**src/rtl/pipeline_run_ctrl_if.sv**
```systemverilog
// Data-memory address port shared by the CPU EX stage and the readout scanner.
//   cpu_addr   : EX-stage ALU result (CPU data address)
//   cpu_we     : CPU data-memory write strobe
//   mem_addr   : address presented to data memory
//   mem_we     : write strobe presented to data memory (gated)
//   scan_idx   : word index of the read data currently valid
//   scan_valid : memory read output corresponds to scan_idx
// master = the run controller, slave = the CPU/memory side.
interface pipeline_run_ctrl_if;
    logic [31:0] cpu_addr;
    logic        cpu_we;
    logic [31:0] mem_addr;
    logic        mem_we;
    logic [7:0]  scan_idx;
    logic        scan_valid;

    modport master (
        input  cpu_addr, cpu_we,
        output mem_addr, mem_we, scan_idx, scan_valid
    );

    modport slave (
        output cpu_addr, cpu_we,
        input  mem_addr, mem_we, scan_idx, scan_valid
    );
endinterface

```
**src/rtl/pipeline_run_ctrl.sv**
```systemverilog
// Run/step/breakpoint controller for the five-stage RISC-V pipeline.
// Generates the pipeline clock-enable, counts executed cycles, and hands the
// data-memory address port to a display scanner while the core is frozen.
//
// Ports:
//   clk, rst     : system clock, asynchronous active-low reset
//   run_req      : level, free-running execution request
//   step_req     : pulse, single pipeline advance request
//   halt_req     : level, stop execution / abort a scan
//   scan_req     : pulse, start a data-memory sweep
//   clr_count    : pulse, clear cycle_count (IDLE only)
//   bp_en, bp_pc : breakpoint enable and address
//   pc_in        : current IF-stage PC
//   mem          : data-memory port (cpu_addr/cpu_we in, mem_addr/mem_we/scan_* out)
//   cpu_clk_en   : pipeline advance enable
//   cycle_count  : saturating count of cycles with cpu_clk_en=1
//   state        : IDLE=0, RUN=1, STEP=2, SCAN=3
//   bp_hit       : sticky, last stop was caused by the breakpoint
module pipeline_run_ctrl #(
    parameter int SCAN_WORDS = 8,
    parameter int CNT_W      = 32
) (
    input  logic                 clk,
    input  logic                 rst,
    input  logic                 run_req,
    input  logic                 step_req,
    input  logic                 halt_req,
    input  logic                 scan_req,
    input  logic                 clr_count,
    input  logic                 bp_en,
    input  logic [31:0]          bp_pc,
    input  logic [31:0]          pc_in,
    pipeline_run_ctrl_if.master  mem,
    output logic                 cpu_clk_en,
    output logic [CNT_W-1:0]     cycle_count,
    output logic [1:0]           state,
    output logic                 bp_hit
);

    typedef enum logic [1:0] {
        IDLE = 2'd0,
        RUN  = 2'd1,
        STEP = 2'd2,
        SCAN = 2'd3
    } state_t;

    localparam logic [7:0] SCAN_LAST = 8'(SCAN_WORDS - 1);

    state_t           state_q;
    logic             first_run_q;
    logic [7:0]       scan_ptr_q;
    logic [7:0]       scan_idx_q;
    logic             scan_valid_q;
    logic [CNT_W-1:0] cycle_count_q;
    logic             bp_hit_q;

    logic             bp_match;
    logic             run_stop;

    // Counter holds at all-ones instead of wrapping.
    function automatic logic [CNT_W-1:0] sat_inc(input logic [CNT_W-1:0] v);
        return (&v) ? v : v + {{(CNT_W-1){1'b0}}, 1'b1};
    endfunction

    // first_run masks the match on the cycle RUN is entered, so a core
    // frozen on the breakpoint PC can be resumed past it.
    assign bp_match = (state_q == RUN) && bp_en && (pc_in == bp_pc) && !first_run_q;
    assign run_stop = halt_req || !run_req || bp_match;

    // The stop cycle itself must not advance: the gate is combinational so
    // the core freezes with pc_in still at the breakpoint.
    assign cpu_clk_en = ((state_q == RUN) && !run_stop) || (state_q == STEP);

    assign mem.mem_addr   = (state_q == SCAN) ? {22'd0, scan_ptr_q, 2'b00} : mem.cpu_addr;
    assign mem.mem_we     = mem.cpu_we && cpu_clk_en;
    assign mem.scan_idx   = scan_idx_q;
    assign mem.scan_valid = scan_valid_q;

    assign cycle_count = cycle_count_q;
    assign state       = state_q;
    assign bp_hit      = bp_hit_q;

    always_ff @(posedge clk or negedge rst) begin
        if (!rst) begin
            state_q       <= IDLE;
            first_run_q   <= 1'b0;
            scan_ptr_q    <= 8'd0;
            scan_idx_q    <= 8'd0;
            scan_valid_q  <= 1'b0;
            cycle_count_q <= '0;
            bp_hit_q      <= 1'b0;
        end else begin
            scan_valid_q <= 1'b0;
            if (cpu_clk_en) begin
                cycle_count_q <= sat_inc(cycle_count_q);
            end

            case (state_q)
                IDLE: begin
                    if (clr_count) begin
                        cycle_count_q <= '0;
                    end
                    if (halt_req) begin
                        state_q <= IDLE;
                    end else if (run_req) begin
                        state_q     <= RUN;
                        first_run_q <= 1'b1;
                        bp_hit_q    <= 1'b0;
                    end else if (step_req) begin
                        state_q  <= STEP;
                        bp_hit_q <= 1'b0;
                    end else if (scan_req) begin
                        state_q    <= SCAN;
                        scan_ptr_q <= 8'd0;
                    end
                end

                RUN: begin
                    first_run_q <= 1'b0;
                    if (bp_match) begin
                        bp_hit_q <= 1'b1;
                    end
                    if (run_stop) begin
                        state_q <= IDLE;
                    end
                end

                STEP: begin
                    state_q <= IDLE;
                end

                SCAN: begin
                    // Address issued this cycle returns data next cycle, so
                    // the index/valid pair trails scan_ptr by one. An abort
                    // suppresses the valid for the word in flight.
                    if (halt_req) begin
                        state_q <= IDLE;
                    end else begin
                        scan_valid_q <= 1'b1;
                        scan_idx_q   <= scan_ptr_q;
                        if (scan_ptr_q == SCAN_LAST) begin
                            state_q <= IDLE;
                        end else begin
                            scan_ptr_q <= scan_ptr_q + 8'd1;
                        end
                    end
                end

                default: begin
                    state_q <= IDLE;
                end
            endcase
        end
    end

endmodule

```
**src/flat_wrapper.sv**
```systemverilog
// flat-port wrapper written by rule: the top's interface ports become plain ports
module pipeline_run_ctrl_flat 
#(
    parameter int SCAN_WORDS = 8,
    parameter int CNT_W      = 32
)
  (clk, rst, run_req, step_req, halt_req, scan_req, clr_count, bp_en, bp_pc, pc_in, cpu_clk_en, cycle_count, state, bp_hit, mem_cpu_addr, mem_cpu_we, mem_mem_addr, mem_mem_we, mem_scan_idx, mem_scan_valid);
  pipeline_run_ctrl_if mem_i ();
  input  logic clk;
  input  logic rst;
  input  logic run_req;
  input  logic step_req;
  input  logic halt_req;
  input  logic scan_req;
  input  logic clr_count;
  input  logic bp_en;
  input  logic [31:0] bp_pc;
  input  logic [31:0] pc_in;
  output logic cpu_clk_en;
  output logic [CNT_W-1:0] cycle_count;
  output logic [1:0] state;
  output logic bp_hit;
  input wire logic [$bits(mem_i.cpu_addr)-1:0] mem_cpu_addr;
  input wire logic [$bits(mem_i.cpu_we)-1:0] mem_cpu_we;
  output wire logic [$bits(mem_i.mem_addr)-1:0] mem_mem_addr;
  output wire logic [$bits(mem_i.mem_we)-1:0] mem_mem_we;
  output wire logic [$bits(mem_i.scan_idx)-1:0] mem_scan_idx;
  output wire logic [$bits(mem_i.scan_valid)-1:0] mem_scan_valid;
  assign mem_i.cpu_addr = mem_cpu_addr;
  assign mem_i.cpu_we = mem_cpu_we;
  assign mem_mem_addr = mem_i.mem_addr;
  assign mem_mem_we = mem_i.mem_we;
  assign mem_scan_idx = mem_i.scan_idx;
  assign mem_scan_valid = mem_i.scan_valid;
  pipeline_run_ctrl #(.SCAN_WORDS(SCAN_WORDS), .CNT_W(CNT_W)) u_core (.clk(clk), .rst(rst), .run_req(run_req), .step_req(step_req), .halt_req(halt_req), .scan_req(scan_req), .clr_count(clr_count), .bp_en(bp_en), .bp_pc(bp_pc), .pc_in(pc_in), .mem(mem_i), .cpu_clk_en(cpu_clk_en), .cycle_count(cycle_count), .state(state), .bp_hit(bp_hit));
endmodule
```
**config.mk**
```make
export PLATFORM = sky130hd
export DESIGN_NAME = pipeline_run_ctrl_flat
export DESIGN_NICKNAME = d
export VERILOG_FILES = /design/src/rtl/pipeline_run_ctrl_if.sv /design/src/rtl/pipeline_run_ctrl.sv /design/src/flat_wrapper.sv
export SDC_FILE = /design/constraint.sdc
export NUM_CORES = 1
export LEC_CHECK = 0
export BUFFER_PORTS_ARGS = -buffer_cell sky130_fd_sc_hd__buf_2
export CORE_ASPECT_RATIO = 1.1
export CORE_MARGIN = 5
export CORE_UTILIZATION = 35
export DETAILED_ROUTE_END_ITERATION = 8
export PLACE_DENSITY = 0.68
export SLEW_MARGIN = 25
export SYNTH_ARGS = -nofsm -noshare
export SYNTH_HDL_FRONTEND = slang
export SYNTH_SLANG_ARGS = --single-unit
```
**constraint.sdc**
```tcl
create_clock -name clk -period 2.1 [get_ports clk]
set_input_delay 0.315 -clock clk [delete_from_list [all_inputs] [get_ports clk]]
set_output_delay 0.315 -clock clk [all_outputs]
set_load 0.1 [all_outputs]
```
-- Word level (Yosys, flattened, before mapping)
Cells that the tools add are included.
W data, S select, Z words.
- $add $sub $neg: 2
- equal/unequal tests: 17
- mux-type cells: 30
- bitwise logic cells: 1
- reductions and logical operators: 20
- operator list (operator ; count):
    $mux W32 ; 5
    $mux W8 ; 6
    $add A32 B1 Y32 const B ; 1
    $eq A32 B32 Y1 ; 1
    $reduce_and A32 Y1 ; 1
    $pmux W8 S2 ; 1
    $mux W2 ; 7
    $ne A2 B2 Y1 const B ; 7
    $add A8 B1 Y8 const B ; 1
    $eq A8 B3 Y1 const B ; 1
    $mux W1 ; 8
    $pmux W2 S4 ; 1
    $reduce_and A7 Y1 ; 1
    $ne A3 B3 Y1 const B ; 2
    $reduce_and A3 Y1 ; 2
    $logic_and A1 B1 Y1 ; 5
    $ne A5 B5 Y1 const B ; 1
    $eq A2 B2 Y1 const B ; 2
    $ne A2 B1 Y1 const B ; 2
    $pmux W1 S2 ; 2
    $reduce_and A4 Y1 ; 1
    $reduce_bool A2 Y1 ; 2
    $logic_not A1 Y1 ; 3
    $logic_or A1 B1 Y1 ; 3
    4 further kinds ; 4
- flip-flop bits (word level): 53
- bits of input ports: 105

-- Depth between registers and ports, before layout
Gate-level depths: netlist of run 1.
- depth in word-level cells: 11
- gate-level depth with buffers: 11

-- Least setup slack after synthesis of run 1
Ideal clock, no wire load.
- path kind: reg-to-output
- start: register u_core.state_q[0] (netlist: u_core.state[0])
- end: output mem_mem_we
- data arrival time: 2775 ps
- required time: 1785 ps
- slack: -990 ps
- cell stages (with the launch flop): 8
- path buffers: 2
- path through: dfrtp_1 buf_2 nand4bb_1 nor4_1 nand4_1 or4_1 buf_6 and3_1
- cells in the longest elaborated chain, start to end: 9
- RTL lines (what ; line ; text):
    from (decl) ; pipeline_run_ctrl.sv:49 ; state_t state_q;
    from (signal assigned) ; pipeline_run_ctrl.sv:85 ; state_q <= IDLE;
    from (signal assigned) ; pipeline_run_ctrl.sv:104 ; state_q <= IDLE;
    from (signal assigned) ; pipeline_run_ctrl.sv:106 ; state_q <= RUN;
    $eq A2 B1 Y1 ; pipeline_run_ctrl.sv:67, pipeline_run_ctrl.sv:72 ;
    $logic_and A1 B1 Y1 (3 in a row) ; pipeline_run_ctrl.sv:67 ; assign bp_match = (state_q == RUN) && bp_en && (pc_in == bp_pc) && !first_run_q;
    $logic_or A1 B1 Y1 ; pipeline_run_ctrl.sv:68 ; assign run_stop = halt_req || !run_req || bp_match;
    $logic_not A1 Y1 ; pipeline_run_ctrl.sv:72 ; assign cpu_clk_en = ((state_q == RUN) && !run_stop) || (state_q == STEP);
    $logic_and A1 B1 Y1 ; pipeline_run_ctrl.sv:72 ;
    $logic_or A1 B1 Y1 * ; pipeline_run_ctrl.sv:72 ;
    $logic_and A1 B1 Y1 * ; pipeline_run_ctrl.sv:75 ; assign mem.mem_we = mem.cpu_we && cpu_clk_en;
    to (decl) ; flat_wrapper.sv:26 ; output wire logic [$bits(mem_i.mem_we)-1:0] mem_mem_we;
Mark *: on every way between the ends. The rest lies on a longest branch, timed or not.

-- Worst setup path after layout of run 1
- start: register u_core.state_q[1] (netlist: u_core.state[1])
- end: output mem_mem_we
The elaborated chain is that of the path after synthesis.

==> flow_summary.json, run 1 <==
{
  "outcome": "finished with violations",
  "violations": "negative setup slack",
  "routed_via_density": 5.30,
  "syn_nets": 470,
  "drt-pass1-iter-count": 4,
  "hold_depth": 3,
  "synth_top_area_share_pct": 39.4,
  "rrSetupSlack_ps": -260,
  "worstRegToRegCells": 10,
  "whs_ps": 295,
  "nets": 713,
  "setup_viol": 34,
  "critPathMaxFanout": 3,
  "ff_latch_area_mm2": 0.00141,
  "grt_pass1_wl_um": 19700,
  "grt_usage_pct": 20.3,
  "powerDensity_mw_per_mm2": 535,
  "hold_violations": 0,
  "rows": 37,
  "synthesis.instances": 363,
  "p_comb_share_pct": 45.3,
  "synthTopCellsByArea": "dfrtp_1 39%, xor2_1 11%, mux2_2 6.0%",
  "drv_slew": 0,
  "gr-total-overflow": 0,
  "ys_seq_elements": 53,
  "multi_input_area_mm2": 0.00223,
  "pwr-share-clk_pct": 19.7,
  "die_y_um": 113,
  "hp-start": "scan_req",
  "ir_worst_vdd_mv": 0.339,
  "drc": 0,
  "critPathKind": "register to output pin",
  "diodes": 0,
  "ys_seq_area_share_pct": 39.4,
  "max_freq_mhz": 401,
  "cts_tree": "yes",
  "max_cap_viol_count": 0,
  "p_int_mw": 1.83,
  "whs_endpoint": "u_core.state[1]",
  "worst_r2r_endpoint": "u_core.cycle_count[17]",
  "relSlewSlack_pct": 63.2,
  "cts.sinks": 53,
  "rsz0062_at_grt": "true",
  "switching_share_pct": 41.6,
  "gp_congestion": 0.881,
  "syn_to_final_growth_pct": 73.6,
  "grt_max_degree": 34,
  "finalSetupTns_ps": -7440,
  "cp.arrival_ps": 2180,
  "ant_nets": 0,
  "drive_above_1_share_pct": 57.5,
  "die_x_um": 104,
  "yosysMostFrequentCell": "dfrtp_1",
  "die-area_mm2": 0.0117,
  "fillCellCount": 784,
  "netlist_area_mm2": 0.00337,
  "cts_buffer_depth": 2,
  "route.vias.total": 3837,
  "cp.required_ps": 1780,
  "synth_top_area_cell": "dfrtp_1",
  "p_seq_share_pct": 35.0,
  "fin_crit_sh_pct": 119,
  "post_drt_wl_per_cell_um": 17.3,
  "synth_cell_types": 43,
  "synth_warnings": 0,
  "antenna_found_initial": 0,
  "cts_max_level": 2,
  "io_buffers": 182,
  "wl_um": 12500,
  "dr.first_iter.drc_count": 139,
  "synth_edf_count": 0,
  "leakage_nw": 2.79,
  "critPathCaptureType": "output pin",
  "layout_setup_ws_ps": -396,
  "cts_buffers": 5,
  "io_pins": 183,
  "startpoint_type": "register",
  "syn_area_per_cell_um2": 9.28,
  "clock-root-buffer": "clkbuf_8",
  "clkSlewWorstSetupHoldPaths_ps": 100,
  "synthFlopType": "dfrtp_1",
  "async_flop_share_pct": 100,
  "worstHoldPathType": "input pin to register",
  "min_period_ps": 2500,
  "finalClockSkew_ps": 7.31,
  "dpl.hpwl_um": 9580,
  "post-route-util_pct": 62.2,
  "worstReg2RegStart": "u_core.state[1]",
  "tightest_slew_ps": 552,
  "grt_pass1_vias": 4142,
  "core_area_mm2": 0.00940,
  "p_sw_mw": 1.30,
  "yosys-top-cells-count": "53 x dfrtp_1, 41 x xor2_1, 29 x nor2_1",
  "clkLatencyLatePin_ps": 310,
  "initial_core_util_pct": 35.8
}
## final cells by class
type	instances	area share [%]
Timing Repair Buffer	243	33.3
Tap cell	117	2.50
Multi-Input combinational cell	297	38.1
Inverter	6	0.385
Clock inverter	3	0.449
Sequential cell	53	24.1
Clock buffer	5	1.18
## cell families after synthesis
kind of cell | after synthesis | synth area share [%]
compound gates | 46 | 8.36
xor+xnor | 45 | 11.7
fa+ha+maj | 2 | 0.743
buf+inv | 17 | 3.12
flops | 53 | 39.4
mux | 22 | 7.21
simple gates | 178 | 29.5
## what timing repair did
action | CTS | global route
gates cloned | 7 | 0
endpoints found under the hold margin | 20 | 0
pin swaps | 8 | 13
gates resized for setup | 33 | 20
setup buffers | 7 | 2
hold buffers | 1 | 0
setup endpoints to repair | 39 | 39
## layer usage
layer	track usage, %	wire length [µm]	share of wire [%]	vias up
li1	-	-	-	1797
met1	20.3	4200	34	1825
met2	39.8	6930	55	184
met3	5.99	1010	8.1	31
met4	6.82	376	3.0	0
met5	0	0	0	-
## stage by stage
step                total power, mW  instance area, µm²  cells  setup WS [ps]
detailed placement             2.42                5350    699           -357
floorplan                      1.93                3530    363           -245
finish                         3.13                5850    724           -396
CTS                            3.13                5750    722           -452
global placement               2.40                5350    699           -276
global route                   3.26                5850    724           -480
## cell usage in the layout, fill, tap and decap left out, types with 2 or more instances in the layout
master      netlist  layout
buf_12            2      37
o21ai_1           0       8
and4_1            2       2
xnor2_1           4       4
mux2_4            0       8
nor4_1           14      12
nand4_1          12      12
clkbuf_8          0       5
clkinvlp_4        0       2
xor2_1           41      40
and2_2            0      24
nand2_1          24      23
nand3_4           0       4
mux2_2           18      10
buf_4             0      50
and3_1            8       7
inv_1             6       6
dfrtp_2           0      10
nand2_8           1       4
dfrtp_4           0      18
dfrtp_1          53      25
nor4_2            0       2
nand3_1          25      20
buf_6             1       4
a21oi_1          13      12
nor3_1            5       4
buf_2             1     150
nor2_1           29      28
or4_1             9       8
or3_1            12      11
o211ai_1          9       9
ha_1              2       2
mux2i_1           4       4
nand3_2           0       2
o21ai_0          14       5
o31ai_1           4       4
and2_1           28       3
## worst max-delay path: stages (launching register included)
cell	delay, ps
dfrtp_4	490
nand4bb_4	230
nor4_2	160
nand4_1	150
or4_4	470
and3_4	210
buf_12	160
## how the worst max path moves through the flow
stage | from | endpoint | slack (ps) | depth (start not counted)
6_report | u_core.state[1] | mem_mem_we | -400 | 6
3_3_place_gp | bp_pc[5] | mem_mem_we | -280 | 7
5_1_grt | u_core.state[1] | mem_mem_we | -480 | 6
2_1_floorplan | u_core.state[0] | u_core.cycle_count[1] | -240 | 11
3_5_place_dp | bp_pc[2] | u_core.cycle_count[17] | -360 | 9
4_1_cts | u_core.state[1] | mem_mem_we | -450 | 6
## sequential cells by signal, summed over array words and instances (netlist names)
register               cells
u_core.bp_hit              1
u_core.cycle_count        32
u_core.first_run_q         1
u_core.mem.scan_idx        8
u_core.mem.scan_valid      1
u_core.scan_ptr_q          8
u_core.state               2
## power by group through the flow
stage | Combinational [mW] | Sequential [mW] | Clock [mW]
6_report | 1.42 | 1.09 | 0.615
3_5_place_dp | 1.31 | 1.11 | 0
5_1_grt | 1.48 | 1.10 | 0.681
3_3_place_gp | 1.29 | 1.11 | 0
4_1_cts | 1.39 | 1.09 | 0.640
2_1_floorplan | 0.643 | 1.29 | 0
(Power assumes the default switching activity.)
==> run 2: changes to the inputs <==
Settings changed: CORE_ASPECT_RATIO 1.1 to 1.2, REMOVE_ABC_BUFFERS set to 1.
==> run 2 against run 1 <==
  * The flow finishes with violations (negative hold slack, negative setup slack)
  * Hold slack worse by 300 ps
  * First-iteration DRC count is 12% lower
  * Power is 5.8% higher
  * Final cell count is 0.28% lower
  * Critical endpoint is now cpu_clk_en
==> flow_summary.json, run 2 (synthesis results as in run 1) <==
{
  "outcome": "finished with violations",
  "violations": "negative hold slack, negative setup slack",
  "final_cells": 722,
  "cts_buffer_depth": 2,
  "drc": 0,
  "hold_violations": 21,
  "critPathMaxFanout": 3,
  "syn_to_final_growth_pct": 70.7,
  "die_x_um": 99.5,
  "clkLatencyLatePin_ps": 290,
  "critPathKind": "register to output pin",
  "wl_um": 12700,
  "final_common_cell": "buf_2",
  "die_y_um": 117,
  "ant_nets": 0,
  "ff_latch_area_mm2": 0.00133,
  "dpl.hpwl_um": 9700,
  "drt-pass1-iter-count": 4,
  "gr-total-overflow": 0,
  "cts_max_level": 2,
  "relSlewSlack_pct": 62.7,
  "p_sw_mw": 1.32,
  "cp.arrival_ps": 2020,
  "final_cell_mix": "148 x buf_2, 53 x dfrtp_1, 44 x buf_4",
  "max_cap_viol_count": 0,
  "layout_setup_ws_ps": -235,
  "finalClockSkew_ps": 4.18,
  "clkSlewWorstSetupHoldPaths_ps": 70,
  "critPathCaptureType": "output pin",
  "gp_congestion": 0.858,
  "min_period_ps": 2330,
  "cts_tree": "yes",
  "nets": 704,
  "dp_cells": 704,
  "io_buffers": 182,
  "startpoint_type": "register",
  "max_freq_mhz": 428,
  "setup_viol": 23,
  "place_area_mm2": 0.00519,
  "powerDensity_mw_per_mm2": 575,
  "routed_via_density": 5.24,
  "report.power.total_mw": 3.31,
  "drv_slew": 0,
  "io_pins": 183,
  "ir_worst_vdd_mv": 0.416,
  "pwr-share-clk_pct": 25.7,
  "switching_share_pct": 40.0,
  "leakage_nw": 2.79,
  "p_seq_share_pct": 32.9,
  "antenna_found_initial": 1,
  "dr.first_iter.drc_count": 123,
  "cp.required_ps": 1780,
  "grt_max_degree": 33,
  "fin_crit_sh_pct": 111,
  "multi_input_area_mm2": 0.00221,
  "cts.sinks": 53,
  "rows": 39,
  "route.vias.total": 3780,
  "core_area_mm2": 0.00947,
  "p_comb_share_pct": 41.4,
  "grt_pass1_wl_um": 18800,
  "rsz0062_at_grt": "true",
  "largest_reg_flops": 32,
  "whs_ps": -8.68,
  "p_int_mw": 1.98,
  "cts_buffers": 5,
  "finalSetupTns_ps": -1350,
  "initial_core_util_pct": 35.6,
  "grt_pass1_vias": 3806,
  "clock-root-buffer": "clkbuf_16",
  "post_drt_wl_per_cell_um": 17.6,
  "die-area_mm2": 0.0117,
  "final_area_mm2": 0.00575,
  "post-route-util_pct": 60.7,
  "worstHoldPathType": "input pin to async pin",
  "fillCellCount": 775,
  "grt_usage_pct": 19.5,
  "tightest_slew_ps": 558,
  "drive_above_1_share_pct": 50.7
}
-- run 2: cell count changes in the layout (fill, tap and decap cells not counted), sizes merged --
| cell | before | now |
|---|---|---|
| clkinvlp | 2 | 0 |
| clkbuf | 5 | 6 |
| nand2 | 28 | 27 |
| buf | 242 | 234 |
| diode | 0 | 1 |
| clkinv | 0 | 2 |
| dlygate4sd3 | 1 | 0 |
-- run 2: final timing paths --
check	from	end	slack, ps	depth (start not counted)
min in group clk	scan_req	u_core.state[1]	320	3
min reg2reg	u_core.bp_hit	u_core.bp_hit	510	1
max reg2reg	u_core.cycle_count[16]	u_core.cycle_count[1]	-120	8
max	u_core.first_run_q	cpu_clk_en	-230	6
max in group asynchronous	rst	u_core.cycle_count[9]	1550	2
min	rst	u_core.mem.scan_idx[0]	-9	1
-- run 2: repair_timing --
action	in CTS	in global routing
resized for setup	19	55
pin swaps	3	37
hold buffers	0	0
setup endpoints to repair	38	44
setup buffers	4	2
cloned	2	2
-- run 2: metrics by stage --
step	hold slack [ps]	setup slack, ps
global route	28.4	-318
detailed placement	320	-342
floorplan	19.4	-1250
CTS	7.30	-282
global placement	319	-337
finish	-8.68	-235
-- run 2: area by class of cell --
type                    count  share of cell area (%)
diodes                      1                  0.0435
multi-input cells         296                    38.5
well taps                 123                    2.68
repair buffers            235                    32.7
clock buffers               5                    2.18
inverters                   6                   0.392
flip-flops and latches     53                    23.1
clock inverters             3                   0.457
-- run 2: routing by layer --
layer  vias up  share of wire, %  global-route usage [%]
met4         0               1.5                    4.44
met1      1812                36                    21.8
met3        21               7.5                    4.39
met5         -                 0                       0
li1       1783                 -                       -
met2       164                55                    36.9
-- run 2: power groups by stage --
stage	combinational, mW	sequential [mW]	clock (mW)
after floorplan	0.582	1.28	0
after global placement	1.24	1.10	0
after detailed placement	1.26	1.11	0
after CTS	1.31	1.09	0.858
after global routing	1.43	1.09	0.902
final	1.37	1.09	0.850
-- run 2: worst max-delay path, stage by stage (launching register included) --
cell and delay (ps):
dfrtp_1 390, nand4bb_4 240, nor4_2 160, nand4_1 120, or4_4 460, and2_1 200, buf_8 180
==> run 3: changes to the inputs <==
Settings changed: ABC_AREA set to 1, PLACE_DENSITY 0.68 to not set.
==> run 3 against run 2 <==
  * Final cell count up 35%
  * Worst setup slack gained 220 ps
  * Sequential share of layout area shrank 0.36 points
  * Area after synthesis up 19%
  * The run ends with negative setup slack left
  * Flip-flop and latch count stayed put
  * Highest routed layer unchanged
  * Final area increased by 1.7%
==> flow_summary.json, run 3 <==
{
  "synth_cell_types": 31,
  "p_comb_share_pct": 51.2,
  "synth_top_area_share_pct": 33.0,
  "synthTopCellsByArea": "dfrtp_1 33%, nand2_1 16%, inv_1 8.4%",
  "max_freq_mhz": 473,
  "min_period_ps": 2110,
  "cts_tree": "yes",
  "cp.required_ps": 1780,
  "grt_pass1_vias": 4482,
  "critPathKind": "register to output pin",
  "place_area_mm2": 0.00559,
  "cts_buffers": 5,
  "rsz0062_at_grt": "true",
  "syn_area_per_cell_um2": 6.47,
  "rrSetupSlack_ps": 240,
  "report.power.total_mw": 4.31,
  "nets": 924,
  "clkLatencyLatePin_ps": 300,
  "ys_seq_elements": 53,
  "startpoint_type": "register",
  "layout_setup_ws_ps": -14.0,
  "gp_congestion": 0.946,
  "worstReg2RegStart": "u_core.cycle_count[0]",
  "finalClockSkew_ps": 8.49,
  "p_seq_share_pct": 29.0,
  "drv_slew": 0,
  "yosys-top-cells-count": "170 x nand2_1, 90 x inv_1, 81 x nor2_1",
  "ant_nets": 0,
  "rows": 43,
  "grt_usage_pct": 18.5,
  "dpl.hpwl_um": 10500,
  "yosysMostFrequentCell": "nand2_1",
  "grt_max_degree": 27,
  "violations": "negative setup slack",
  "p_sw_mw": 2.16,
  "clock-root-buffer": "clkbuf_16",
  "hold_violations": 0,
  "largest_reg_flops": 32,
  "final_cells": 975,
  "worstRegToRegCells": 12,
  "synthFlopType": "dfrtp_1",
  "multi_input_area_mm2": 0.00234,
  "synth_edf_count": 0,
  "cp.arrival_ps": 1800,
  "fillCellCount": 1183,
  "worst_r2r_endpoint": "u_core.cycle_count[18]",
  "ir_worst_vdd_mv": 0.975,
  "core_area_mm2": 0.0114,
  "synth_warnings": 0,
  "final_area_mm2": 0.00584,
  "outcome": "finished with violations",
  "fin_crit_sh_pct": 101,
  "grt_pass1_wl_um": 20800,
  "cts.sinks": 53,
  "worstHoldPathType": "input pin to async pin",
  "relSlewSlack_pct": 59.8,
  "pwr-share-clk_pct": 19.8,
  "critPathCaptureType": "output pin",
  "antenna_found_initial": 0,
  "die_x_um": 108,
  "die_y_um": 127,
  "async_flop_share_pct": 100,
  "drc": 0,
  "synth_top_area_cell": "dfrtp_1",
  "cts_buffer_depth": 2,
  "final_common_cell": "nand2_1",
  "route.vias.total": 4618,
  "synthesis.instances": 622,
  "dp_cells": 965,
  "ff_latch_area_mm2": 0.00133,
  "tightest_slew_ps": 603,
  "ys_seq_area_share_pct": 33.0,
  "whs_ps": 17.6,
  "wl_um": 12700,
  "io_pins": 183,
  "clkSlewWorstSetupHoldPaths_ps": 70,
  "switching_share_pct": 50.2,
  "die-area_mm2": 0.0137,
  "diodes": 0,
  "dr.first_iter.drc_count": 167,
  "drive_above_1_share_pct": 32.5,
  "routed_via_density": 4.74,
  "leakage_nw": 3.09,
  "powerDensity_mw_per_mm2": 738,
  "post-route-util_pct": 51.2,
  "setup_viol": 1,
  "post_drt_wl_per_cell_um": 13.1,
  "drt-pass1-iter-count": 6,
  "initial_core_util_pct": 35.3,
  "p_int_mw": 2.15,
  "final_cell_mix": "169 x nand2_1, 156 x buf_2, 89 x inv_1",
  "max_cap_viol_count": 0,
  "netlist_area_mm2": 0.00402,
  "critPathMaxFanout": 5,
  "cts_max_level": 2,
  "io_buffers": 182,
  "syn_to_final_growth_pct": 45.3,
  "gr-total-overflow": 0
}
run 3: logic make-up after synthesis:
logic type / share of synthesized area (%)
flops: 33.0
fa+ha+maj: 0.622
compound gates: 9.24
xor+xnor: 8.93
simple gates: 37.3
buf+inv: 11.0
run 3: final cells by class:
class | instances | area share (%)
Multi-Input combinational cell | 458 | 40.1
Tap cell | 157 | 3.36
Clock inverter | 3 | 0.428
Inverter | 95 | 6.14
Clock buffer | 5 | 2.14
Timing Repair Buffer | 204 | 25.2
Sequential cell | 53 | 22.7
run 3: repair_timing:
item / in CTS / in global routing
hold buffers: 0 / 0
buffers inserted: 0 / 2
gates resized for setup: 2 / 32
pin swaps: 2 / 4
setup endpoints to repair: 25 / 30
run 3: metrics by stage:
stage          setup TNS, ps  setup WS (ps)
2_1_floorplan         -72390          -2110
3_3_place_gp               0            215
3_5_place_dp               0            196
4_1_cts                -83.4          -83.4
5_1_grt                 -304           -168
6_report               -14.0          -14.0
run 3: worst max path at each step:
stage / to / startpoint / cells after the start / slack, ps
after global placement: u_core.cycle_count[22] / u_core.cycle_count[1] / 12 / 220
after global routing: mem_mem_we / u_core.state[1] / 13 / -170
after detailed placement: u_core.cycle_count[18] / u_core.cycle_count[1] / 12 / 200
after CTS: mem_mem_we / u_core.state[0] / 12 / -80
final: mem_mem_we / u_core.state[1] / 13 / -10
after floorplan: mem_mem_we / u_core.state[1] / 4 / -2110
run 3: power by group through the flow:
stage	combinational [mW]	clock (mW)	sequential [mW]
2_1_floorplan	0.847	0	1.94
3_3_place_gp	2.16	0	1.26
3_5_place_dp	2.18	0	1.27
4_1_cts	2.19	0.879	1.25
5_1_grt	2.35	0.909	1.27
6_report	2.21	0.853	1.25
run 3: routing by layer:
layer	track usage, %	wire [µm]	vias to the layer above
met5	0	0	-
li1	-	-	2334
met4	6.02	297	0
met2	32.7	6460	167
met3	3.64	836	22
met1	22.4	5150	2095
run 3: critical path, cell delays in order (launching register included):
cell and delay, ps:
dfrtp_1 390, inv_2 60, nand2_2 60, nor2_2 110
nand2_1 50, nor2_1 100, nand2_1 60, nor2_2 110
nand3_2 100, nand2_4 110, nand2_8 80, inv_4 60
nor2_2 40, buf_12 150
